<file path="src/rtl/io_arbiter.sv">
// io_arbiter: two-requester IO bus sequencer with programmable setup/strobe phases
// Ports: i_clk/i_reset (sync, active-high); i_reqN/i_weN/i_addrN/i_wdataN requests,
// o_ackN one-cycle completion; o_rdata shared read data; o_ioSelect/o_ioAddress/
// o_ioNOE/o_ioNWE peripheral strobes; o_bus/o_busDrive write data; i_bus read data.
// Build option IO_ARB_RR_EN: round-robin on simultaneous requests, else requester 0 wins.
module io_arbiter #(
  parameter int unsigned SETUP_CYCLES  = 1,
  parameter int unsigned STROBE_CYCLES = 2
) (
  input  logic       i_clk,
  input  logic       i_reset,
  input  logic       i_req0,
  input  logic       i_req1,
  input  logic       i_we0,
  input  logic       i_we1,
  input  logic [7:0] i_addr0,
  input  logic [7:0] i_addr1,
  input  logic [7:0] i_wdata0,
  input  logic [7:0] i_wdata1,
  output logic       o_ack0,
  output logic       o_ack1,
  output logic [7:0] o_rdata,
  output logic       o_ioSelect,
  output logic [7:0] o_ioAddress,
  output logic       o_ioNOE,
  output logic       o_ioNWE,
  output logic [7:0] o_bus,
  output logic       o_busDrive,
  input  logic [7:0] i_bus
);
  localparam logic [1:0] IDLE   = 2'd0;
  localparam logic [1:0] SETUP  = 2'd1;
  localparam logic [1:0] STROBE = 2'd2;
  localparam logic [1:0] HOLD   = 2'd3;
  logic [1:0] state_q, state_d;
  logic [3:0] cnt_q, cnt_d;
  logic       gnt_q, gnt_d, we_q, we_d;
  logic [7:0] addr_q, addr_d, wdata_q, wdata_d, rdata_q, rdata_d;
  logic       sel_q, noe_q, nwe_q, drive_q, ack0_q, ack1_q;
  logic       start, win;
  assign start = (state_q == IDLE) & (i_req0 | i_req1);
`ifdef IO_ARB_RR_EN
  // last_q holds the last granted requester; reset to 1 so requester 0 wins first
  logic last_q;
  assign win = (i_req0 & i_req1) ? ~last_q : ~i_req0;
  always_ff @(posedge i_clk) begin
    if (i_reset) last_q <= 1'b1;
    else if (start) last_q <= win;
  end
`else
  assign win = ~i_req0;
`endif
  always_comb begin
    state_d = state_q;
    cnt_d   = cnt_q;
    gnt_d   = gnt_q;
    we_d    = we_q;
    addr_d  = addr_q;
    wdata_d = wdata_q;
    rdata_d = rdata_q;
    case (state_q)
      IDLE: if (start) begin
        state_d = SETUP;
        cnt_d   = 4'(SETUP_CYCLES - 1);
        gnt_d   = win;
        we_d    = win ? i_we1 : i_we0;
        addr_d  = win ? i_addr1 : i_addr0;
        wdata_d = win ? i_wdata1 : i_wdata0;
      end
      SETUP: begin
        state_d = cnt_q == '0 ? STROBE : SETUP;
        cnt_d   = cnt_q == '0 ? 4'(STROBE_CYCLES - 1) : cnt_q - 4'd1;
      end
      STROBE: begin
        state_d = cnt_q == '0 ? HOLD : STROBE;
        cnt_d   = cnt_q - 4'd1;
        rdata_d = (cnt_q == '0 && !we_q) ? i_bus : rdata_q;
      end
      default: state_d = IDLE;
    endcase
  end
  // Strobe outputs are registered from the next state so they line up with it
  always_ff @(posedge i_clk) begin
    if (i_reset) begin
      state_q <= IDLE;
      cnt_q   <= '0;
      gnt_q   <= 1'b0;
      we_q    <= 1'b0;
      addr_q  <= '0;
      wdata_q <= '0;
      rdata_q <= '0;
      sel_q   <= 1'b0;
      noe_q   <= 1'b1;
      nwe_q   <= 1'b1;
      drive_q <= 1'b0;
      ack0_q  <= 1'b0;
      ack1_q  <= 1'b0;
    end else begin
      state_q <= state_d;
      cnt_q   <= cnt_d;
      gnt_q   <= gnt_d;
      we_q    <= we_d;
      addr_q  <= addr_d;
      wdata_q <= wdata_d;
      rdata_q <= rdata_d;
      sel_q   <= state_d != IDLE;
      noe_q   <= !(state_d == STROBE && !we_d);
      nwe_q   <= !(state_d == STROBE && we_d);
      drive_q <= state_d != IDLE && we_d;
      ack0_q  <= state_d == HOLD && !gnt_d;
      ack1_q  <= state_d == HOLD && gnt_d;
    end
  end
  assign o_ack0      = ack0_q;
  assign o_ack1      = ack1_q;
  assign o_rdata     = rdata_q;
  assign o_ioSelect  = sel_q;
  assign o_ioAddress = addr_q;
  assign o_ioNOE     = noe_q;
  assign o_ioNWE     = nwe_q;
  assign o_bus       = wdata_q;
  assign o_busDrive  = drive_q;
endmodule

</file>
<file path="config.mk">
export PLATFORM = sky130hd
export DESIGN_NAME = io_arbiter
export DESIGN_NICKNAME = d
export VERILOG_FILES = /design/src/rtl/io_arbiter.sv
export SDC_FILE = /design/constraint.sdc
export NUM_CORES = 1
export LEC_CHECK = 0
export ABC_AREA = 1
export CAP_MARGIN = 20
export CELL_PAD_IN_SITES_DETAIL_PLACEMENT = 1
export CELL_PAD_IN_SITES_GLOBAL_PLACEMENT = 1
export CORE_MARGIN = 4
export CORE_UTILIZATION = 33
export CTS_BUF_LIST = sky130_fd_sc_hd__clkbuf_8
export CTS_CLUSTER_SIZE = 24
export DETAILED_ROUTE_END_ITERATION = 8
export GPL_ROUTABILITY_DRIVEN = 0
export PLACE_DENSITY = 0.95
export SLEW_MARGIN = 20
export SYNTH_ARGS = -nofsm -noshare
export SYNTH_HDL_FRONTEND = slang
export SYNTH_SLANG_ARGS = --single-unit
</file>
<file path="constraint.sdc">
create_clock -name i_clk -period 2.4 [get_ports i_clk]
set_input_delay 0.48 -clock i_clk [delete_from_list [all_inputs] [get_ports i_clk]]
set_output_delay 0.48 -clock i_clk [all_outputs]
set_load 0.02 [all_outputs]
</file>
==> results.yml <==
setup_path:
  worstSetupEndpointType: "flop"
  slowest_stage: "dfxtp_1"
  timing_worst_setup_path_type: "reg2reg"
  startpoint_type: "flop"
  crit_chain: "inv_1, ha_1, nand2_1, nand2_2, buf_12, o21ai_0, a31oi_1"
  cp_max_fo: 18
  critPathMaxStageDelay_ns: 0.41
  crit_required_ns: 2.57
  worst-endpoint-arrival_ns: 1.94
yosys:
  syn-num-nets: 273
  ys_types: 25
  ys_ff_latch: 38
  syn-cell-area_mm2: 0.00175
  synthCells: 220
  synthArstFlopShare: 0
  yosysSeqAreaShare: 0.435
  synth_edf_count: 0
  synth_top_flop_cell: "dfxtp_1"
  avgSynthCellArea_um2: 7.96
  ys_warn_count: 0
cells_and_area:
  drive_above_1_share: 0.120
  fin_nets: 351
  area_growth_pct: 54.8
  diodes: 0
  final_cell_mix: "clkdlybuf4s50_1, nand2_1, dfxtp_1"
  final_cells: 369
  mostFrequentLayoutCell: "clkdlybuf4s50_1"
routing:
  vias_per_cell: 4.78
  drt-initial-drc-count: 44
  via_count: 1765
  antenna_left: 0
  dr.pass1.iters: 4
  wl_per_cell_um: 15.0
  drc: 0
  wl_mm: 5.54
floorplan:
  rows: 26
  die_y_um: 80.8
  die-area_mm2: 0.00653
  io_pins: 76
  start_util: 0.341
  die_width_um: 80.8
  core-area_mm2: 0.00514
global_route:
  antenna_found_initial: 0
  grt_pass1_wl_mm: 9.14
  grt_max_degree: 20
  use_met2: 0.369
  grt_pass1_vias: 1927
  gr-usage-met3: 0.0421
  track_usage: 0.180
  use_met1: 0.183
  overflow: 0
  grt-busiest-layer: "met2"
sta:
  relSlewSlack: 0.784
  period_needed_ns: 1.77
  hold_viol: 0
  setup_viol: 0
  tightestPinTransition_ns: 0.324
  holdWs_ns: 0.493
  slew_viol_final: 0
  fmax_mhz: 564
  rsz0062_at_grt: "false"
  setup_tns_ns: 0
  skew_ns: 0.00892
  fin_crit_sh: 0.739
placement:
  place_inst: 361
  portBuffers: 75
  hpwlAfterDp_mm: 4.37
cts:
  post_cts_resized: 0
  clock_latency_ns: 0.29
  clk_pin_slew_worst_paths_ns: 0.08
  htreeDepth: 2
  cts_root_buf: "clkbuf_8"
  post-cts-setup-buffers: 0
  cts_tree: "yes"
  cts_num_sinks: 38
  cts_hold_buf: 0
  clk_path_buf_depth: 2
  cts_buffers: 5
pwr:
  vdd_drop_max_v: 0.000472
  p_leak_nw: 1.12
  power_density_mw_per_mm2: 1190
run_status:
  status: "complete, no violations"
worst_hold_path:
  worstHoldPathType: "reg2reg"
flow_run:
  maxCapViolCount: 0
==> worst max-delay path: cells and delay by family, from the launching register on <==
kind	cells	cell delay, ns
simple gates	2	0.36
compound gates	2	0.24
flops	1	0.41
fa+ha+maj	1	0.28
buf+inv	2	0.35
==> state kept, by name (all words and copies together), names as in the netlist <==
name         count
cnt_q            4
o_busDrive       1
o_ack0           1
o_ioNWE          1
o_ioAddress      8
we_q             1
gnt_q            1
o_rdata          8
o_ioNOE          1
o_bus            8
o_ack1           1
o_ioSelect       1
state_q          2
==> per-stage QoR <==
step	setup slack, ns	util	power (mW)	instance area [µm²]
6_report	0.627	0.527	3.23	2710
5_1_grt	0.472	0.527	3.47	2710
4_1_cts	0.607	0.527	3.27	2710
3_5_place_dp	0.456	0.499	2.57	2570
3_3_place_gp	0.519	0.499	2.48	2570
2_1_floorplan	1.08	-	1.93	1750
==> routing by layer <==
layer  vias to the layer above  share of wire
li1                        876              -
met1                       828           0.38
met2                        55           0.57
met3                         6          0.047
met4                         0         0.0099
met5                         -              0
==> synthesized netlist by cell type (3+ instances only) <==
master	number	area share
nand2_2	4	0.014
a31oi_1	16	0.057
nand2_1	54	0.12
ha_1	7	0.050
nor2_4	3	0.019
buf_2	4	0.011
o21ai_0	17	0.049
dfxtp_1	38	0.43
nor2_1	15	0.032
a21oi_1	5	0.014
nor2_2	9	0.032
nand3_1	10	0.029
buf_6	4	0.026
inv_1	14	0.030
o21ai_1	10	0.029
==> cell type report <==
class,count,area (µm²)
inverters,16,66.3
multi-input cells,157,851
clock buffers,6,82.6
fillers,662,2430
repair buffers,80,801
clock inverters,2,60.1
flip-flops and latches,38,761
well taps,70,87.6
==> power breakdown <==
group / total, mW / internal (mW) / switching, mW / leakage, nW
Sequential: 0.983 / 0.849 / 0.134 / 0.313
Clock: 0.677 / 0.443 / 0.234 / 0.0714
Combinational: 1.57 / 0.666 / 0.907 / 0.732
==> final timing paths <==
check,from,to,slack [ns],cells after the start
setup / recovery,state_q[0]$_SDFF_PP0_,o_ioAddress[4]$_SDFFE_PP0P_,0.63,7
setup reg to reg,state_q[0]$_SDFF_PP0_,o_ioAddress[4]$_SDFFE_PP0P_,0.63,7
hold / removal,cnt_q[0]$_SDFFE_PP0P_,cnt_q[0]$_SDFFE_PP0P_,0.49,2
hold reg to reg,cnt_q[0]$_SDFFE_PP0P_,cnt_q[0]$_SDFFE_PP0P_,0.49,2
==> logic make-up after synthesis <==
group | synth area share
and+or+nand+nor | 0.287
DFF | 0.435
buffers and inverters | 0.0793
adders and majority gates | 0.0500
AOI/OAI and AO/OA | 0.149
Note: power is estimated with default switching activity, not from simulation.
